`src/rtl/download_packer.sv`:
```
// Packs 16-bit ioctl download words into 64-bit byte-masked beats for the ROM
// region in DDR, queued behind a small FIFO with upstream wait backpressure.
module download_packer #(
  parameter logic [31:0] BASE_ADDR   = 32'h3000_0000,
  parameter int          ADDR_WIDTH  = 27,
  parameter int          QUEUE_DEPTH = 2
) (
  input  logic                  clock,
  input  logic                  reset,
  input  logic                  io_in_cs,
  input  logic                  io_in_wr,
  input  logic [7:0]            io_in_index,
  input  logic [ADDR_WIDTH-1:0] io_in_addr,
  input  logic [15:0]           io_in_dout,
  output logic                  io_in_waitReq,
  output logic                  io_out_wr,
  input  logic                  io_out_waitReq,
  output logic [31:0]           io_out_addr,
  output logic [63:0]           io_out_data,
  output logic [7:0]            io_out_mask,
  output logic [7:0]            io_out_index,
  output logic                  io_done
);

  localparam int PW = $clog2(QUEUE_DEPTH);
  localparam int CW = PW + 1;

  typedef enum logic [1:0] {IDLE, FILL, FLUSH, DRAIN} state_t;

  state_t                state;
  logic                  cs_q;
  logic [63:0]           p_data;
  logic [7:0]            p_mask;
  logic [ADDR_WIDTH-1:0] p_base;

  logic [63:0]           q_data [QUEUE_DEPTH];
  logic [7:0]            q_mask [QUEUE_DEPTH];
  logic [31:0]           q_addr [QUEUE_DEPTH];
  logic [PW-1:0]         wr_ptr, rd_ptr;
  logic [CW-1:0]         count;

  logic                  cs_rise, accept, pop, push, full;
  logic [1:0]            lane;
  logic [ADDR_WIDTH-1:0] wbase;
  logic [63:0]           lane_data, merged_data, push_data, np_data;
  logic [7:0]            lane_mask, merged_mask, push_mask, np_mask;
  logic [ADDR_WIDTH-1:0] push_base, np_base;
  logic                  unused_addr_lsb;

  assign unused_addr_lsb = io_in_addr[0];
  assign cs_rise   = io_in_cs && !cs_q;
  assign io_out_wr = (count != '0);
  assign pop       = io_out_wr && !io_out_waitReq;
  assign full      = (count == CW'(QUEUE_DEPTH));
  assign accept    = (state == FILL) && io_in_wr && !io_in_waitReq;

  assign io_out_data = q_data[rd_ptr];
  assign io_out_mask = q_mask[rd_ptr];
  assign io_out_addr = q_addr[rd_ptr];

  // A word landing in a different 8-byte word evicts the current partial first.
  always_comb begin
    lane        = io_in_addr[2:1];
    wbase       = {io_in_addr[ADDR_WIDTH-1:3], 3'b000};
    lane_data   = {48'h0, io_in_dout} << {lane, 4'b0000};
    lane_mask   = 8'b0000_0011 << {lane, 1'b0};
    merged_data = (p_data & ~(64'hFFFF << {lane, 4'b0000})) | lane_data;
    merged_mask = p_mask | lane_mask;
    push        = 1'b0;
    push_data   = p_data;
    push_mask   = p_mask;
    push_base   = p_base;
    np_data     = p_data;
    np_mask     = p_mask;
    np_base     = p_base;
    if (state == IDLE && cs_rise) begin
      np_data = '0;
      np_mask = '0;
      np_base = '0;
    end else if (accept) begin
      if (p_mask != 8'h00 && wbase != p_base) begin
        push    = 1'b1;
        np_data = lane_data;
        np_mask = lane_mask;
        np_base = wbase;
      end else if (merged_mask == 8'hFF) begin
        push      = 1'b1;
        push_data = merged_data;
        push_mask = merged_mask;
        push_base = wbase;
        np_data   = '0;
        np_mask   = '0;
        np_base   = '0;
      end else begin
        np_data = merged_data;
        np_mask = merged_mask;
        np_base = wbase;
      end
    end else if (state == FLUSH && p_mask != 8'h00 && (!full || pop)) begin
      push    = 1'b1;
      np_data = '0;
      np_mask = '0;
      np_base = '0;
    end
  end

  always_ff @(posedge clock or negedge reset) begin
    if (!reset) begin
      wr_ptr <= '0;
      rd_ptr <= '0;
      count  <= '0;
      for (int i = 0; i < QUEUE_DEPTH; i++) begin
        q_data[i] <= '0;
        q_mask[i] <= '0;
        q_addr[i] <= '0;
      end
    end else begin
      if (push) begin
        q_data[wr_ptr] <= push_data;
        q_mask[wr_ptr] <= push_mask;
        q_addr[wr_ptr] <= BASE_ADDR + 32'(push_base);
        wr_ptr         <= wr_ptr + 1'b1;
      end
      if (pop) rd_ptr <= rd_ptr + 1'b1;
      case ({push, pop})
        2'b10:   count <= count + 1'b1;
        2'b01:   count <= count - 1'b1;
        default: count <= count;
      endcase
    end
  end

  // Wait lags the queue by a cycle; the one-entry headroom absorbs that lag.
  always_ff @(posedge clock or negedge reset) begin
    if (!reset) begin
      state         <= IDLE;
      cs_q          <= 1'b0;
      p_data        <= '0;
      p_mask        <= '0;
      p_base        <= '0;
      io_out_index  <= '0;
      io_done       <= 1'b0;
      io_in_waitReq <= 1'b0;
    end else begin
      cs_q          <= io_in_cs;
      p_data        <= np_data;
      p_mask        <= np_mask;
      p_base        <= np_base;
      io_done       <= 1'b0;
      io_in_waitReq <= (count >= CW'(QUEUE_DEPTH - 1)) || state == FLUSH || state == DRAIN;
      case (state)
        IDLE: begin
          if (cs_rise) begin
            io_out_index <= io_in_index;
            state        <= FILL;
          end
        end
        FILL: begin
          if (!io_in_cs) state <= FLUSH;
        end
        FLUSH: begin
          if (p_mask == 8'h00 || push) state <= DRAIN;
        end
        DRAIN: begin
          if (count == '0 || (count == CW'(1) && pop)) begin
            io_done <= 1'b1;
            state   <= IDLE;
          end
        end
        default: state <= IDLE;
      endcase
    end
  end

endmodule
```
`config.mk`:
```
export PLATFORM = sky130hd
export DESIGN_NAME = download_packer
export DESIGN_NICKNAME = d
export VERILOG_FILES = /design/src/rtl/download_packer.sv
export SDC_FILE = /design/constraint.sdc
export NUM_CORES = 1
export LEC_CHECK = 0
export CORE_UTILIZATION = 45
export CTS_CLUSTER_SIZE = 16
export DETAILED_ROUTE_END_ITERATION = 16
export GPL_TIMING_DRIVEN = 0
export PLACE_DENSITY = 0.68
export SETUP_SLACK_MARGIN = 0.2
export SLEW_MARGIN = 20
export SYNTH_ARGS = -nofsm -noshare
export SYNTH_HDL_FRONTEND = slang
export SYNTH_SLANG_ARGS = --single-unit
```
`constraint.sdc`:
```
create_clock -name clock -period 5.75 [get_ports clock]
set_input_delay 0.575 -clock clock [delete_from_list [all_inputs] [get_ports clock]]
set_output_delay 0.575 -clock clock [all_outputs]
set_load 0.005 [all_outputs]
```
Word-level counts from Yosys, hierarchy flattened. Cells that the tools add are included.

Register bits after elaboration: 324. Input bits: 56. Output and inout bits: 115. Word-level logic and storage cells: 134.

Add/subtract/negate cells: 5. $lt $le $gt $ge: 4. Equal/unequal tests: 13. Shift operators: 3. Muxes and demuxes: 58. Bitwise logic cells: 6. Reductions and logical operators: 28.

Operators with widths (number): 2-to-1 mux 64 bit (13); 2-to-1 mux 27 bit (9); bitwise mux 128 bit (1); 2-to-1 mux 32 bit (4); 2-to-1 mux 8 bit (13); AND 64 bit (1); bitwise mux 64 bit (1); demux 64 bit (select 1 bit) (1); inverter 64 bit (1); bitwise OR 64 bit (1); left shift 16 x 6 -> 64 bit (1); left shift 16 x 6 -> 64 bit, first input constant (1); demux 32 bit (select 1 bit) (1); adder 30 x 27 -> 31 bit, first input constant (1); inequality test 27 bit (1); bitwise mux 16 bit (1); logical AND 1 bit (10); demux 8 bit (select 1 bit) (1); equality test 2 bit, second input constant (4); equality test 8 bit, second input constant (1); zero test 8 bit (1); 2-to-1 mux 2 bit (4); bitwise OR 8 bit (1); case mux 2 bit (4 select lines) (1); 21 further kinds (43).

Depth between registers and ports, before layout.
Word-level depth: 10. Depth in mapped cells: 12. Mapped depth without buffers: 10.

Least setup slack after synthesis. Ideal clock, no wire load.

Kind: in2reg. Start point: input port io_in_addr[2]. End point: register count[0]. Setup time: 0.123 ns. Data arrival time: 2.470 ns. Data required time: 5.627 ns. Slack: 3.158 ns. Stages on the path: 10. Path buffers: 3. Cells stage by stage: buf_2 > or2_4 > o211ai_2 > a21oi_2 > a31oi_4 > buf_2 > buf_4 > nand2_1 > ha_1 > xnor2_1.

Word-level cells in the longest chain between the ends: 9. Elaborated cells between the ends (all ways): 11. Those cells by class: 3 x eq/ne; 1 x shift; 5 x mux; 1 x bitwise; 1 x reduce/logical.

Ends and longest elaborated chain: start: declaration (RTL line 13) `input logic [ADDR_WIDTH-1:0] io_in_addr,`; left shift 2 x 3 -> 8 bit * (RTL line 66) `lane_mask = 8'b0000_0011 << {lane, 1'b0};`; bitwise OR 8 bit * (RTL line 68) `merged_mask = p_mask | lane_mask;`; equality test 8 bit * (RTL line 86) `end else if (merged_mask == 8'hFF) begin`; 2-to-1 mux 1 bit * (RTL line 86); 2-to-1 mux 1 bit * (RTL line 81) `if (p_mask != 8'h00 && wbase != p_base) begin`; 2-to-1 mux 1 bit * (RTL line 80) `end else if (accept) begin`; 2-to-1 mux 1 bit * (RTL line 76) `if (state == IDLE && cs_rise) begin`; equality test 2 x 1 -> 1 bit or equality test 2 bit (tied branches) (RTL line 125) `case ({push, pop})`; case mux 2 bit (2 select lines) or nonzero test 2 bit (tied branches); end signal: assignment (RTL line 126) `2'b10: count <= count + 1'b1;`; end signal: assignment (RTL line 127) `2'b01: count <= count - 1'b1;`; end signal: assignment (RTL line 128) `default: count <= count;`; end: declaration (RTL line 40) `logic [CW-1:0] count;`.

Mark *: on every way between the ends. The rest lies on a longest branch, timed or not. A chain may end at the register's enable or synchronous reset.

Worst setup path in the final report.
Start point: register rd_ptr. End point: output port io_out_addr[4].

Word-level cells in the longest chain between the ends: 4.

Ends and longest elaborated chain: start: declaration (RTL line 39) `logic [PW-1:0] wr_ptr, rd_ptr;`; start signal: assignment (RTL line 124) `if (pop) rd_ptr <= rd_ptr + 1'b1;`; inverter 1 -> 2 bit (not written as such) (RTL line 59) `assign io_out_addr = q_addr[rd_ptr];`; 2-to-1 mux 32 bit (not written as such) (3 in series) (RTL line 59); end: declaration (RTL line 18) `output logic [31:0] io_out_addr,`.

No other way between the ends. The select of a mux whose other input is x is not followed.

==> impl_metrics.json <==
{
  "die-area_um2": 33900,
  "crit_path_end_kind": "primary output",
  "drt_iter0_markers": 1005,
  "cts_buffers": 36,
  "synth_cell_type_count": 53,
  "fp.dieW_um": 184,
  "slew_violations": 0,
  "critical_path_class": "reg -> out",
  "min_period_ns": 4.32,
  "clock-sinks": 307,
  "gp_congestion": 0.876,
  "clk_pin_slew_worst_paths_ns": 0.06,
  "ys_async_sr_fraction": 1.00,
  "synthAdderAreaFrac": 0.00753,
  "yosys.area_share.simple": 0.0820,
  "initial_core_util": 0.458,
  "outcome": "finished clean",
  "yosysMostFrequentCell": "dfrtp_1",
  "fin_nets": 1581,
  "vdd_drop_max_uv": 264,
  "layout_setup_ws_ns": 1.43,
  "critPathMaxFanout": 10,
  "routed_via_density": 6.18,
  "drive_gt1_frac": 0.186,
  "post_cts_buffers": 0,
  "dp.cells": 1919,
  "drc": 0,
  "wirelength_um": 44500,
  "grt_pass1_wl_um": 69500,
  "yosys.area_share.xor_xnor": 0.0158,
  "pwr_density_cell_nw_per_um2": 602,
  "post_dp_cell_area_um2": 17200,
  "synth_top_family_by_area": "compound AO/OA/AOI/OAI gates",
  "antenna_left": 0,
  "post_synth_instance_area_um2": 14900,
  "utilization": 0.565,
  "ys_seq_area_frac": 0.514,
  "grt_setup_unrepaired": "false",
  "synthTopCellsByCount": "307 x dfrtp_1, 257 x a31oi_1, 124 x mux2_2",
  "required_ns": 5.18,
  "antenna_found_initial": 2,
  "preCtsSetupSlack_ns": 2.00,
  "crit_path_start_kind": "register",
  "min_period_over_period": 0.752,
  "fmax_ghz": 0.231,
  "finalClockSkew_ns": 0.0330,
  "clkLatencyLatePin_ns": 0.53,
  "core_region_area_um2": 32600,
  "wire_per_inst_um": 22.5,
  "final_area_um2": 18400,
  "syn_inst": 1308,
  "overflow": 0,
  "finalSetupTns_ns": 0,
  "vias": 12300,
  "critPathArrivalTime_ns": 3.75,
  "area.growth.synth_to_final_pct": 23.2,
  "cts_tree": "built",
  "synth_ff_type": "dfrtp_1",
  "dpl.hpwl_um": 30200,
  "netlist.top_cell.by_area": "dfrtp_1",
  "firstDrtPassIters": 6,
  "diodes": 0,
  "synth-edff-count": 0,
  "p_leak_nw": 8.12,
  "grt_max_degree": 100,
  "relSlewSlack": 0.385,
  "hold_viol": 0,
  "synth_area_leaders": "dfrtp_1 51%, a31oi_1 11%, mux2_2 9.3%",
  "synth_top_area_frac": 0.514,
  "maxCapViolCount": 0,
  "synth_compound_area_frac": 0.206,
  "synthMuxAreaShare": 0.122,
  "final_cells": 1982,
  "setup_viol": 0,
  "min_path_type": "reg -> reg",
  "grt_pass1_vias": 12300,
  "rows": 66,
  "avgSynthCellArea_um2": 11.4,
  "globalRouteTotalUtil": 0.265,
  "die_y_um": 184,
  "cts_resized": 0,
  "pin_count": 171,
  "numPortBuffers": 161,
  "cts_buffer_depth": 3,
  "yosys_warnings": 0,
  "htreeDepth": 2,
  "worst_pin_slew_ns": 0.922,
  "ys_ff_latch": 307,
  "root_buffer": "clkbuf_16"
}
metrics by stage:
step	power (W)	hold WS (ns)
after detailed placement	0.00878	0.447
after CTS	0.0111	0.466
after floorplan	0.00657	0.279
final	0.0111	0.467
after global placement	0.00866	0.447
after global routing	0.0117	0.475
final cells by class:
type	instances	area, um2
Fill cell	2784	14200
Sequential cell	307	7680
Multi-Input combinational cell	862	6510
Timing Repair Buffer	165	1710
Clock buffer	54	1080
Buffer	134	738
Tap cell	442	553
Clock inverter	8	108
Inverter	10	37.5
flip-flops by register name (all words and copies together), names as in the netlist:
| register | count |
|---|---|
| rd_ptr | 1 |
| q_data | 128 |
| count | 2 |
| q_mask | 16 |
| io_in_waitReq | 1 |
| io_done | 1 |
| q_addr | 50 |
| io_out_index | 8 |
| p_base | 24 |
| p_data | 64 |
| wr_ptr | 1 |
| p_mask | 8 |
| cs_q | 1 |
| state | 2 |
power by group:
part	total (W)	internal, W	switching [W]
logic	0.00543	0.00249	0.00293
registers	0.00338	0.00296	0.000427
clock network	0.00228	0.00138	0.000895
total	0.0111	0.00683	0.00425
critical path, cell delays in order, from the launching register on:
cell and delay [ns]:
dfrtp_1 0.32, clkbuf_1 0.69, clkbuf_1 0.69, clkbuf_1 0.63
mux2_2 0.41, clkdlybuf4s50_1 0.48
worst paths after layout:
kind | start | to | slack [ns] | cells after the start
setup / recovery | rd_ptr | io_out_addr[4] | 1.43 | 5
hold / removal | q_addr[61] | q_addr[61] | 0.47 | 1
setup reg to reg | state[1] | q_data[112] | 2.73 | 10
hold reg to reg | q_addr[61] | q_addr[61] | 0.47 | 1
max in group asynchronous | reset | q_addr[22] | 3.91 | 4
min in group asynchronous | reset | q_data[90] | 0.56 | 2
per-layer routing:
metal  routed length, um  global-route usage  up-vias  share of wire
met5                  25                   0        -        0.00056
met4                1520              0.0927        4          0.034
met3                3620              0.0504      101          0.081
met2               20400               0.417      548           0.46
met1               18900               0.366     6181           0.43
li1                    -                   -     5424              -
cells in the final DEF, fill, tap and decap left out, drive strengths merged, types with 9 or more instances in the layout:
| cell type | netlist | layout |
|---|---|---|
| dfrtp | 307 | 307 |
| a31oi | 258 | 258 |
| mux2 | 162 | 162 |
| clkdlybuf4s50 | 0 | 160 |
| clkbuf | 52 | 106 |
| a22o | 89 | 89 |
| buf | 82 | 86 |
| nand3 | 72 | 72 |
| o21ai | 68 | 68 |
| and3 | 65 | 65 |
| nand2 | 34 | 34 |
| xnor2 | 26 | 26 |
| inv | 10 | 11 |
| nand4 | 9 | 9 |
| ha | 9 | 9 |
cells by family (layout without fill, tap and decap cells):
kind of cell,count (synthesis),in the layout
muxes,162,162
other,1,6
adders and majority gates,9,9
AOI/OAI and AO/OA,451,451
buffers and inverters,144,371
and+or+nand+nor,207,207
DFF,307,307
xor gates and xnor gates,27,27
timing repair:
item | CTS | global route
hold endpoints to repair | 51 | 0
setup endpoints to repair | 0 | 0
hold buffers | 1 | 0
Power figures use the tool's default switching activity.
